`src/rtl/jump_sequencer_pkg.sv`:
```
// Shared definitions for the fetch-address sequencer: field widths, state
// encoding and the PC-relative branch target helper.
package jump_sequencer_pkg;

    localparam int unsigned PC_W   = 16;
    localparam int unsigned JOFF_W = 12;
    localparam int unsigned BOFF_W = 8;
    localparam int unsigned CNT_W  = 8;

    localparam logic [PC_W-1:0] PC_STEP = 16'h0002;

    typedef enum logic [1:0] {
        ST_RUN     = 2'b00,
        ST_JSHADOW = 2'b01,
        ST_BSHADOW = 2'b10
    } seq_state_e;

    // Branch target is relative to the instruction after the branch; wraps mod 2^16.
    function automatic logic [PC_W-1:0] branch_target(
        input logic [PC_W-1:0]   bpc,
        input logic [BOFF_W-1:0] boff
    );
        return bpc + PC_STEP + {{(PC_W-BOFF_W-1){boff[BOFF_W-1]}}, boff, 1'b0};
    endfunction

endpackage

```
`src/rtl/jump_target_gen.sv`:
```
// Absolute jump target: keeps the top PC segment and replaces the rest with
// the word-aligned jump field.
module jump_target_gen
    import jump_sequencer_pkg::*;
(
    input  logic [PC_W-1:0]   jump_pc,
    input  logic [JOFF_W-1:0] jump_offset,
    output logic [PC_W-1:0]   target
);

    localparam int unsigned SEG_W = PC_W - JOFF_W - 1;

    logic unused_pc_low_s;

    assign unused_pc_low_s = ^jump_pc[PC_W-SEG_W-1:0];
    assign target          = {jump_pc[PC_W-1 -: SEG_W], jump_offset, 1'b0};

endmodule

```
`src/rtl/jump_sequencer.sv`:
```
// Fetch PC sequencer: sequential fetch, jump/branch redirects, and squash
// shadows after a redirect during which wrong-path requests are ignored.
module jump_sequencer
    import jump_sequencer_pkg::*;
#(
    parameter logic [PC_W-1:0] RESET_PC      = 16'h0000,
    parameter int unsigned     BRANCH_SHADOW = 2
) (
    input  logic              clock,
    input  logic              reset,
    input  logic              stall,
    input  logic              jump_req,
    input  logic [PC_W-1:0]   jump_pc,
    input  logic [JOFF_W-1:0] jump_offset,
    input  logic              branch_req,
    input  logic              branch_taken,
    input  logic [PC_W-1:0]   branch_pc,
    input  logic [BOFF_W-1:0] branch_offset,
    output logic [PC_W-1:0]   pc,
    output logic              flush_if,
    output logic              flush_id,
    output logic              busy
);

    localparam logic [CNT_W-1:0] SHADOW_LOAD = CNT_W'(BRANCH_SHADOW - 1);

    seq_state_e       state_q, state_d;
    logic [CNT_W-1:0] cnt_q, cnt_d;
    logic [PC_W-1:0]  pc_q, pc_d;
    logic             flush_if_q, flush_if_d;
    logic             flush_id_q, flush_id_d;
    logic [PC_W-1:0]  jump_target_s;
    logic [PC_W-1:0]  branch_target_s;
    logic             branch_take_s;

    jump_target_gen u_jump_target_gen (
        .jump_pc     (jump_pc),
        .jump_offset (jump_offset),
        .target      (jump_target_s)
    );

    assign branch_target_s = branch_target(branch_pc, branch_offset);
    assign branch_take_s   = branch_req & branch_taken;

    // Next-state, next-PC and flush decisions; a stall freezes everything.
    always_comb begin
        state_d    = state_q;
        cnt_d      = cnt_q;
        pc_d       = pc_q;
        flush_if_d = 1'b0;
        flush_id_d = 1'b0;
        if (stall) begin
            state_d = state_q;
            pc_d    = pc_q;
        end else begin
            case (state_q)
                ST_RUN, ST_JSHADOW: begin
                    if (branch_take_s) begin
                        // Older branch beats a same-cycle jump.
                        pc_d       = branch_target_s;
                        flush_if_d = 1'b1;
                        flush_id_d = 1'b1;
                        cnt_d      = SHADOW_LOAD;
                        state_d    = ST_BSHADOW;
                    end else if (jump_req && (state_q == ST_RUN)) begin
                        pc_d       = jump_target_s;
                        flush_if_d = 1'b1;
                        state_d    = ST_JSHADOW;
                    end else begin
                        pc_d    = pc_q + PC_STEP;
                        state_d = ST_RUN;
                    end
                end
                ST_BSHADOW: begin
                    pc_d = pc_q + PC_STEP;
                    if (cnt_q == {CNT_W{1'b0}}) begin
                        state_d = ST_RUN;
                        cnt_d   = cnt_q;
                    end else begin
                        state_d = ST_BSHADOW;
                        cnt_d   = cnt_q - CNT_W'(1);
                    end
                end
                default: begin
                    pc_d    = pc_q + PC_STEP;
                    cnt_d   = {CNT_W{1'b0}};
                    state_d = ST_RUN;
                end
            endcase
        end
    end

    // State, counter, PC and flush registers with synchronous reset.
    always_ff @(posedge clock) begin
        if (reset) begin
            state_q    <= ST_RUN;
            cnt_q      <= {CNT_W{1'b0}};
            pc_q       <= RESET_PC;
            flush_if_q <= 1'b0;
            flush_id_q <= 1'b0;
        end else begin
            state_q    <= state_d;
            cnt_q      <= cnt_d;
            pc_q       <= pc_d;
            flush_if_q <= flush_if_d;
            flush_id_q <= flush_id_d;
        end
    end

    assign pc       = pc_q;
    assign flush_if = flush_if_q;
    assign flush_id = flush_id_q;
    assign busy     = (state_q != ST_RUN);

endmodule

```
`config.mk`:
```
export PLATFORM = sky130hd
export DESIGN_NAME = jump_sequencer
export DESIGN_NICKNAME = d
export VERILOG_FILES = /design/src/rtl/jump_sequencer_pkg.sv /design/src/rtl/jump_target_gen.sv /design/src/rtl/jump_sequencer.sv
export SDC_FILE = /design/constraint.sdc
export NUM_CORES = 1
export LEC_CHECK = 0
export CORE_MARGIN = 4
export CORE_UTILIZATION = 30
export DETAILED_ROUTE_END_ITERATION = 10
export SLEW_MARGIN = 0
export SYNTH_ARGS = -nofsm -noshare
export SYNTH_HDL_FRONTEND = slang
export SYNTH_SLANG_ARGS = --single-unit
```
`constraint.sdc`:
```
create_clock -name clock -period 2.96 [get_ports clock]
set_input_delay 0.296 -clock clock [delete_from_list [all_inputs] [get_ports clock]]
set_output_delay 0.296 -clock clock [all_outputs]
set_load 0.01 [all_outputs]
```
### After elaboration in Yosys (flattened, before gate mapping)

Index checks and enable logic that the tools add are counted.

* flip-flop bits (word level): 28
* input port bits: 58
* output and inout port bits: 19
* word-level logic and storage cells: 36

* add/sub/neg operators: 4
* equality and inequality tests: 4
* multiplexer cells: 13
* bitwise gates (word level): 3
* reduce and logical (&&, ||, !) cells: 7

Operators by type and width (number)
* $mux 16: 3
* $add 16x2->16 const B: 2
* $add 16x16->16: 1
* $mux 8: 2
* $pmux 8 s2: 1
* $logic_not 8->1: 1
* $sub 8x1->8 const B: 1
* $mux 1: 4
* $mux 2: 2
* $ne 2x2->1 const B: 2
* $pmux 2 s2: 1
* $reduce_and 3->1: 1
* $reduce_or 3->1: 1
* $eq 2x1->1 const B: 1
* $eq 2x2->1 const B: 1
* $logic_not 2->1: 1
* $not 1->1: 2
* $reduce_bool 2->1: 1
* $reduce_or 2->1: 1
* $and 1x1->1: 1
* $logic_and 1x1->1: 1

### Logic depth before layout (Yosys ltp)

Gate-level depths: netlist (run 1).

* depth in word-level cells: 5
* mapped depth: 11
* mapped depth without buffers: 11

### Hierarchy

From an unflattened synthesis (run 1), not the netlist that was laid out.

* cell total of the unflattened synthesis: 314
* area, all modules: 2497.4 um^2

Modules (own cells, without submodules)
* jump_sequencer: instances 1, cells each 297, area each 2373.5 um^2, seq. area each 560.5 um^2
* jump_target_gen: instances 1, cells each 17, area each 123.9 um^2, seq. area each 0.0 um^2

### Worst setup path after synthesis (run 1)

Ideal clock, no wire load.

* path kind: input to register
* from: in branch_pc[2]
* to: reg pc_q[12], in the netlist pc[12]
* setup time: 0.120 ns
* data arrival time: 2.246 ns
* required time: 2.840 ns
* setup slack: 0.594 ns
* cell stages on the path: 9
* path buffers: 0
* cells stage by stage: ha_1 -> ha_1 -> fa_1 -> a21o_1 -> a21oi_1 -> o21ai_0 -> a221oi_1 -> or3_1 -> nand3_1

* word-level cells in the longest chain between the ends: 4

Ends and longest elaborated chain
* start: declaration: line jump_sequencer.sv:17 `input logic [PC_W-1:0] branch_pc,`
* $add 16x2->16: line jump_sequencer_pkg.sv:23 `return bpc + PC_STEP + {{(PC_W-BOFF_W-1){boff[BOFF_W-1]}}, boff, 1'b0};`
* $add 16x16->16: line jump_sequencer_pkg.sv:23
* $mux 16: line jump_sequencer.sv:58 `if (branch_take_s) begin`
* $mux 16
* end signal: assignment: line jump_sequencer.sv:104 `pc_q <= pc_d;`
* end: declaration: line jump_sequencer.sv:29 `logic [PC_W-1:0] pc_q, pc_d;`

Every way passes these cells.
A chain may end at the register's enable or synchronous reset.

### Final worst setup path (run 1)

Ends and elaborated chain as after synthesis.

==> impl_summary.log, run 1 <==
INFO  metric outcome = finished, final reports clean
INFO  metric totalWireLength = 6.52 mm
INFO  metric cts-hold-fix-buffers = 0
INFO  metric drcViolationCount = 0
INFO  metric drt.antenna.violating_nets = 0
INFO  metric clock_tree_buf_depth = 2
INFO  metric cp-start-kind = input pin
INFO  metric synthesis.area = 2390 um^2
INFO  metric crit_path_end_kind = register
INFO  metric leakage = 1.31 nW
INFO  metric route.vias.total = 2446
INFO  metric syn_to_final_growth = 36.9%
INFO  metric firstDrtPassIters = 4
INFO  metric max_stage_delay = 400 ps
INFO  metric crit_slowest_cell = clkdlybuf4s50_1
INFO  metric place_area = 3200 um^2
INFO  metric hold_path.class = register to register
INFO  metric worst-path-max-fanout = 3
INFO  metric die_width = 97.2 um
INFO  metric dominantRegCellSynth = dfxtp_1
INFO  metric grt_pass1_vias = 2348
INFO  metric grt_pass1_wl = 10.9 mm
INFO  metric clock_insertion_delay_worst_skew = 280 ps
INFO  metric rsz0062_at_grt = no
INFO  metric pin_count_of_the_biggest_net_entering_global_routing = 26
INFO  metric drtIter0Drc = 110
INFO  metric crit_top_cell = ha_1
INFO  metric post_route_cells_drive_above_1_share = 0.0647
INFO  metric fmaxAchievable = 367 MHz
INFO  metric htree_num_levels = 1
INFO  metric placedCellCount = 469
INFO  metric fp-row-count = 32
INFO  metric clkSlewWorstSetupHoldPaths = 100 ps
INFO  metric whs = 485 ps
INFO  metric synth.yosys.seq_area_share = 0.235
INFO  metric grtUsageTotal = 0.135
INFO  metric worst-setup-path-type = input pin to register
INFO  metric post-synth-top-area-cell = dfxtp_1
INFO  metric synth.top_cell.area_share = 0.235
INFO  metric final_design_area_excluding_fillers = 3270 um^2
INFO  metric final-hold-violation-count = 0
INFO  metric synthesis.instances = 302
INFO  metric post_cts_resized = 0
INFO  metric cts.repair_timing.setup_buffer_count = 0
INFO  metric cts_tree = built
INFO  metric grt.overflow.total = 0
INFO  metric syn_nets = 391
INFO  metric antenna_cells_inserted = 0
INFO  metric grt_antenna_before_repair = 0
INFO  metric critPathArrivalTime = 2900 ps
INFO  metric post_synthesis_cell_type_count = 46
INFO  metric synthArstFlopShare = 0
INFO  metric routed_via_density = 5.17
INFO  metric setup_slack = 236 ps
INFO  metric final_max_slew_viol_count = 0
INFO  metric avgRoutedWirePerCell = 13.8 um
INFO  metric tightest_slew = 1040 ps
INFO  metric ys_ff_latch = 28
INFO  metric post_synth.cell_area_avg = 7.91 um^2
INFO  metric core_region_area = 7730 um^2
INFO  metric period_share = 0.920
INFO  metric drv.max_cap_violation_count = 0
INFO  metric place_worst_setup_slack = -49.1 ps
INFO  metric ios = 77
INFO  metric pwr_density_cell = 383 nW/um^2
INFO  metric floorplan.die_area = 9450 um^2
INFO  metric numPortBuffers = 63
INFO  metric critical_path_required = 3140 ps
INFO  metric worst_ir_drop_vdd = 154 uV
INFO  metric synth_edf_count = 0
INFO  metric final_cells = 473
INFO  metric post-dp-hpwl = 5.26 mm
INFO  metric finalWorstPathRequiredPeriod = 2720 ps
INFO  metric final_weighted_congestion_in_routability_driven_placement = 0.811
INFO  metric cts_root_buf = clkbuf_8
INFO  metric yosys_warnings = 0
INFO  metric timing.final.setup_violations = 0
INFO  metric die_h = 97.2 um
INFO  metric start_util = 0.309
INFO  metric finalNetCount = 461
INFO  metric design_power_total = 1.25 mW
INFO  metric cts_num_sinks = 28
INFO  metric worstPathCellList = clkdlybuf4s50_1, ha_1, ha_1, fa_1, a21o_1, a21oi_1, o21ai_0, a221oi_1, or3_1, nand3_1
INFO  metric synth_top_cells_by_area = dfxtp_1 23%, ha_1 16%, a21oi_1 7.5%
INFO  metric max_slew_margin = 0.302
INFO  metric cts_made_buffers = 3
INFO  metric finalClockSkew = 6.69 ps
[stage by stage]
stage          utilization  TNS [ps]
2_1_floorplan            -         0
3_3_place_gp         0.414     -66.5
3_5_place_dp         0.414     -49.1
4_1_cts              0.423         0
5_1_grt              0.423         0
6_report             0.423         0
[where the power goes]
part / internal, mW / total [mW] / switching [mW]
Clock: 0.181 / 0.307 / 0.126
Combinational: 0.257 / 0.493 / 0.236
Sequential: 0.408 / 0.452 / 0.0435
[worst max-delay path: cells and delay by family]
family / cells / cell delay [ps]
buffers and inverters: 1 / 400
AOI/OAI and AO/OA: 4 / 1050
and+or+nand+nor: 2 / 220
adders and majority gates: 3 / 930
[synth_stat cells, drive strengths merged, types with 2 or more instances]
master	count
a211oi	6
a21o	11
a21oi	36
a221oi	4
a311o	3
a311oi	2
a31oi	5
and3	5
buf	3
clkbuf	7
dfxtp	28
ha	30
inv	12
nand2	19
nand2b	2
nand3	16
nand3b	3
nand4	6
nand4b	2
nor2	28
nor2b	2
nor3	6
nor3b	2
nor4	5
o211ai	3
o21ai	14
o22ai	6
or2	2
or3	3
xnor2	9
xor2	10
[final timing paths]
| check | start | endpoint | slack (ps) | cells past startpoint |
|---|---|---|---|---|
| setup / recovery | branch_pc[2] | pc[12] | 240 | 10 |
| hold / removal | pc[0] | pc[0] | 490 | 2 |
| setup reg to reg | state_q[0] | pc[3] | 720 | 6 |
| hold reg to reg | pc[0] | pc[0] | 490 | 2 |
[state kept, by name (all words and copies together) (netlist names)]
register,cells
cnt_q,8
flush_id,1
flush_if,1
pc,16
state_q,2
[layout make-up]
| class | count | area [um^2] |
|---|---|---|
| Clock inverter | 1 | 30.0 |
| Timing Repair Buffer | 75 | 721 |
| Multi-Input combinational cell | 252 | 1740 |
| Sequential cell | 28 | 561 |
| Fill cell | 773 | 4460 |
| Inverter | 12 | 45.0 |
| Tap cell | 102 | 128 |
| Clock buffer | 3 | 41.3 |
[routing by layer]
metal / wire length, um / GRT usage / part of all wire / vias up
met5: 0 / 0 / 0 / -
met4: 51 / 0.0288 / 0.0078 / 0
met3: 327 / 0.0201 / 0.050 / 4
met2: 2940 / 0.231 / 0.45 / 57
met1: 3200 / 0.180 / 0.49 / 1114
li1: - / - / - / 1271
[placed cells by master (no fill, tap or decap), drive strengths merged, types with 2 or more instances in the layout]
cell type       n
o21ai          14
xnor2           9
o22ai           6
o211ai          3
or2             2
clkdlybuf4s50  63
nand4b          2
or3             3
nand4           6
a31oi           5
inv            12
nand3b          3
nand2b          2
nor2b           2
nor3b           2
nor2           28
a311oi          2
a21o           11
nor4            5
and3            5
buf            12
a211oi          6
nor3            6
clkbuf          3
xor2           10
a311o           3
nand3          16
ha             30
nand2          19
dfxtp          28
a221oi          4
a21oi          36
[cells by family after synthesis]
group,Yosys count,share of synthesized area
compound gates,97,0.262
fa+ha+maj,31,0.166
flops,28,0.235
xor+xnor,19,0.0697
simple gates,105,0.233
buf+inv,22,0.0351
(Power assumes the default switching activity.)
==> run 2: changes to the inputs <==
GPL_ROUTABILITY_DRIVEN = 0   (was unset)
HOLD_SLACK_MARGIN = 0.03   (was unset)
==> results of run 2 <==
Same layout as run 1: the final DEF is identical, and so are final timing and power.
==> run 3: changes to the inputs <==
SETUP_SLACK_MARGIN = 0.4   (was unset)
==> run 3 against run 2 <==
- first-iteration DRC count fell by 14%
- cell area rose by 0.80%
- non-clock buffer count did not move
- count of clock-buffer cells in the layout did not move
- sequential share of layout area fell by 0.14 points
- maximum frequency rose by 8.2%
- critical endpoint is now pc[14]
- via count fell by 0.16%
- power rose by 0.98%
- critical path depth did not move
- routed wire length rose by 0.92%
- die area did not move
==> impl_summary.log, run 3 (same netlist as run 1, synthesis figures left out) <==
INFO  metric worstPathCellList = clkdlybuf4s50_1, ha_1, ha_1, fa_1, a21o_1, a21oi_4, o21ai_2, a21boi_0, or3_1, nand3_1
INFO  metric post-dp-hpwl = 5.26 mm
INFO  metric grt.overflow.total = 0
INFO  metric final-hold-violation-count = 0
INFO  metric core_region_area = 7730 um^2
INFO  metric cts_root_buf = clkbuf_8
INFO  metric fp-row-count = 32
INFO  metric num-fill-cells = 777
INFO  metric mostFrequentLayoutCells = 62 x clkdlybuf4s50_1, 34 x a21oi_1, 29 x ha_1
INFO  metric power.net_switching = 413 uW
INFO  metric met2_layer_usage_reported_by_global_route = 0.234
INFO  metric power.share.switching = 0.327
INFO  metric post_route_cells_drive_above_1_share = 0.0782
INFO  metric leakage = 1.32 nW
INFO  metric cts_num_sinks = 28
INFO  metric hold_path.class = register to register
INFO  metric route.vias.total = 2442
INFO  metric clock_power_share = 0.244
INFO  metric avgRoutedWirePerCell = 13.9 um
INFO  metric final_max_slew_viol_count = 0
INFO  metric numPortBuffers = 63
INFO  metric busiest_layer = met2
INFO  metric p_seq_frac = 0.357
INFO  metric floorplan.die_area = 9450 um^2
INFO  metric critPathArrivalTime = 2700 ps
INFO  metric worst-setup-path-type = input pin to register
INFO  metric global_route.usage.met1 = 0.180
INFO  metric crit_slowest_cell = fa_1
INFO  metric finalWorstPathRequiredPeriod = 2520 ps
INFO  metric grtUsageTotal = 0.136
INFO  metric pin_count_of_the_biggest_net_entering_global_routing = 26
INFO  metric multi_input_comb_area = 1770 um^2
INFO  metric finalNetCount = 461
INFO  metric cp-start-kind = input pin
INFO  metric mostFrequentLayoutCell = clkdlybuf4s50_1
INFO  metric met3_usage = 0.0194
INFO  metric cts_tree = built
INFO  metric crit_cells = 10
INFO  metric clkSlewWorstSetupHoldPaths = 100 ps
INFO  metric outcome = finished, final reports clean
INFO  metric rsz0062_at_grt = yes
INFO  metric drcViolationCount = 0
INFO  metric routed_via_density = 5.16
INFO  metric r2r.worst_path.cells = 6
INFO  metric totalWireLength = 6.58 mm
INFO  metric worst_path_dominant_cell_family = adder cells
INFO  metric drv.max_cap_violation_count = 0
INFO  metric crit_path_end_kind = register
INFO  metric cts.repair_timing.setup_buffer_count = 0
INFO  metric crit_top_cell = ha_1
INFO  metric die_width = 97.2 um
INFO  metric max_stage_delay = 410 ps
INFO  metric firstDrtPassIters = 4
INFO  metric finalClockSkew = 7.58 ps
INFO  metric largest_reg_flops = 16
INFO  metric worst-path-buf-inv = 1
INFO  metric design_power_total = 1.26 mW
INFO  metric die_h = 97.2 um
INFO  metric syn_to_final_growth = 38.0%
INFO  metric ios = 77
INFO  metric drt.antenna.violating_nets = 0
INFO  metric setup_slack = 442 ps
INFO  metric grt_pass1_vias = 2362
INFO  metric tightest_slew = 1000 ps
INFO  metric period_share = 0.851
INFO  metric drtIter0Drc = 95
INFO  metric p_comb_frac = 0.399
INFO  metric whs = 485 ps
INFO  metric cts_made_buffers = 3
INFO  metric critical_path_required = 3140 ps
INFO  metric internal-power = 851 uW
INFO  metric htree_num_levels = 1
INFO  metric worst_hold_path.num_cells = 2
INFO  metric worst-path-max-fanout = 3
INFO  metric antenna_cells_inserted = 0
INFO  metric post_cts_resized = 3
INFO  metric grt_antenna_before_repair = 0
INFO  metric start_util = 0.309
INFO  metric worst_ir_drop_vdd = 155 uV
INFO  metric cts-hold-fix-buffers = 0
INFO  metric clock_insertion_delay_worst_skew = 280 ps
INFO  metric timing.final.setup_violations = 0
INFO  metric grt_pass1_wl = 10.9 mm
INFO  metric fmaxAchievable = 397 MHz
INFO  metric max_slew_margin = 0.331
INFO  metric sequential_cell_area = 561 um^2
INFO  metric place_worst_setup_slack = -49.1 ps
INFO  metric clock_tree_buf_depth = 2
INFO  metric pwr_density_cell = 384 nW/um^2
[run 3: changes by cell type in the layout (fill, tap and decap cells not counted), sizes merged]
cell / previous run / this run
clkdlybuf4s50: 63 / 62
dlygate4sd2: 0 / 1
[run 3: worst register-to-register path: stages, from the launching register on]
cell and delay, ps:
dfxtp_1 370, nand2b_1 240, nor3b_1 840, a221oi_1 260, nand2b_1 130, a21oi_1 70, a211oi_1 220
[run 3: power groups by stage]
| stage | Clock (mW) | Combinational [mW] | Sequential, mW |
|---|---|---|---|
| 2_1_floorplan | 0 | 0.292 | 0.458 |
| 3_3_place_gp | 0 | 0.489 | 0.459 |
| 3_5_place_dp | 0 | 0.494 | 0.460 |
| 4_1_cts | 0.313 | 0.499 | 0.452 |
| 5_1_grt | 0.329 | 0.564 | 0.457 |
| 6_report | 0.308 | 0.505 | 0.452 |
[run 3: final timing paths]
kind / from / endpoint / slack, ps
max: branch_pc[2] / pc[14] / 440
min: pc[0] / pc[0] / 490
max reg2reg: state_q[0] / pc[3] / 750
min reg2reg: pc[0] / pc[0] / 490
[run 3: per-layer routing]
layer,vias up,part of all wire,routed length [um]
met3,4,0.043,282
met4,0,0.0078,51
met2,46,0.45,2980
li1,1273,-,-
met5,-,0,0
met1,1119,0.50,3260
[run 3: layout make-up]
type                            instances  share of cell area
Tap cell                              102              0.0387
Sequential cell                        28               0.170
Inverter                               12              0.0137
Clock inverter                          1             0.00911
Multi-Input combinational cell        252               0.538
Clock buffer                            3              0.0125
Timing Repair Buffer                   75               0.218
[run 3: per-stage QoR]
step | setup TNS (ps) | instances | area [um^2] | utilization
floorplan | 0 | 302 | 2390 | -
global placement | -66.5 | 469 | 3200 | 0.414
detailed placement | -49.1 | 469 | 3200 | 0.414
CTS | 0 | 473 | 3270 | 0.423
global route | 0 | 473 | 3300 | 0.426
finish | 0 | 473 | 3300 | 0.426
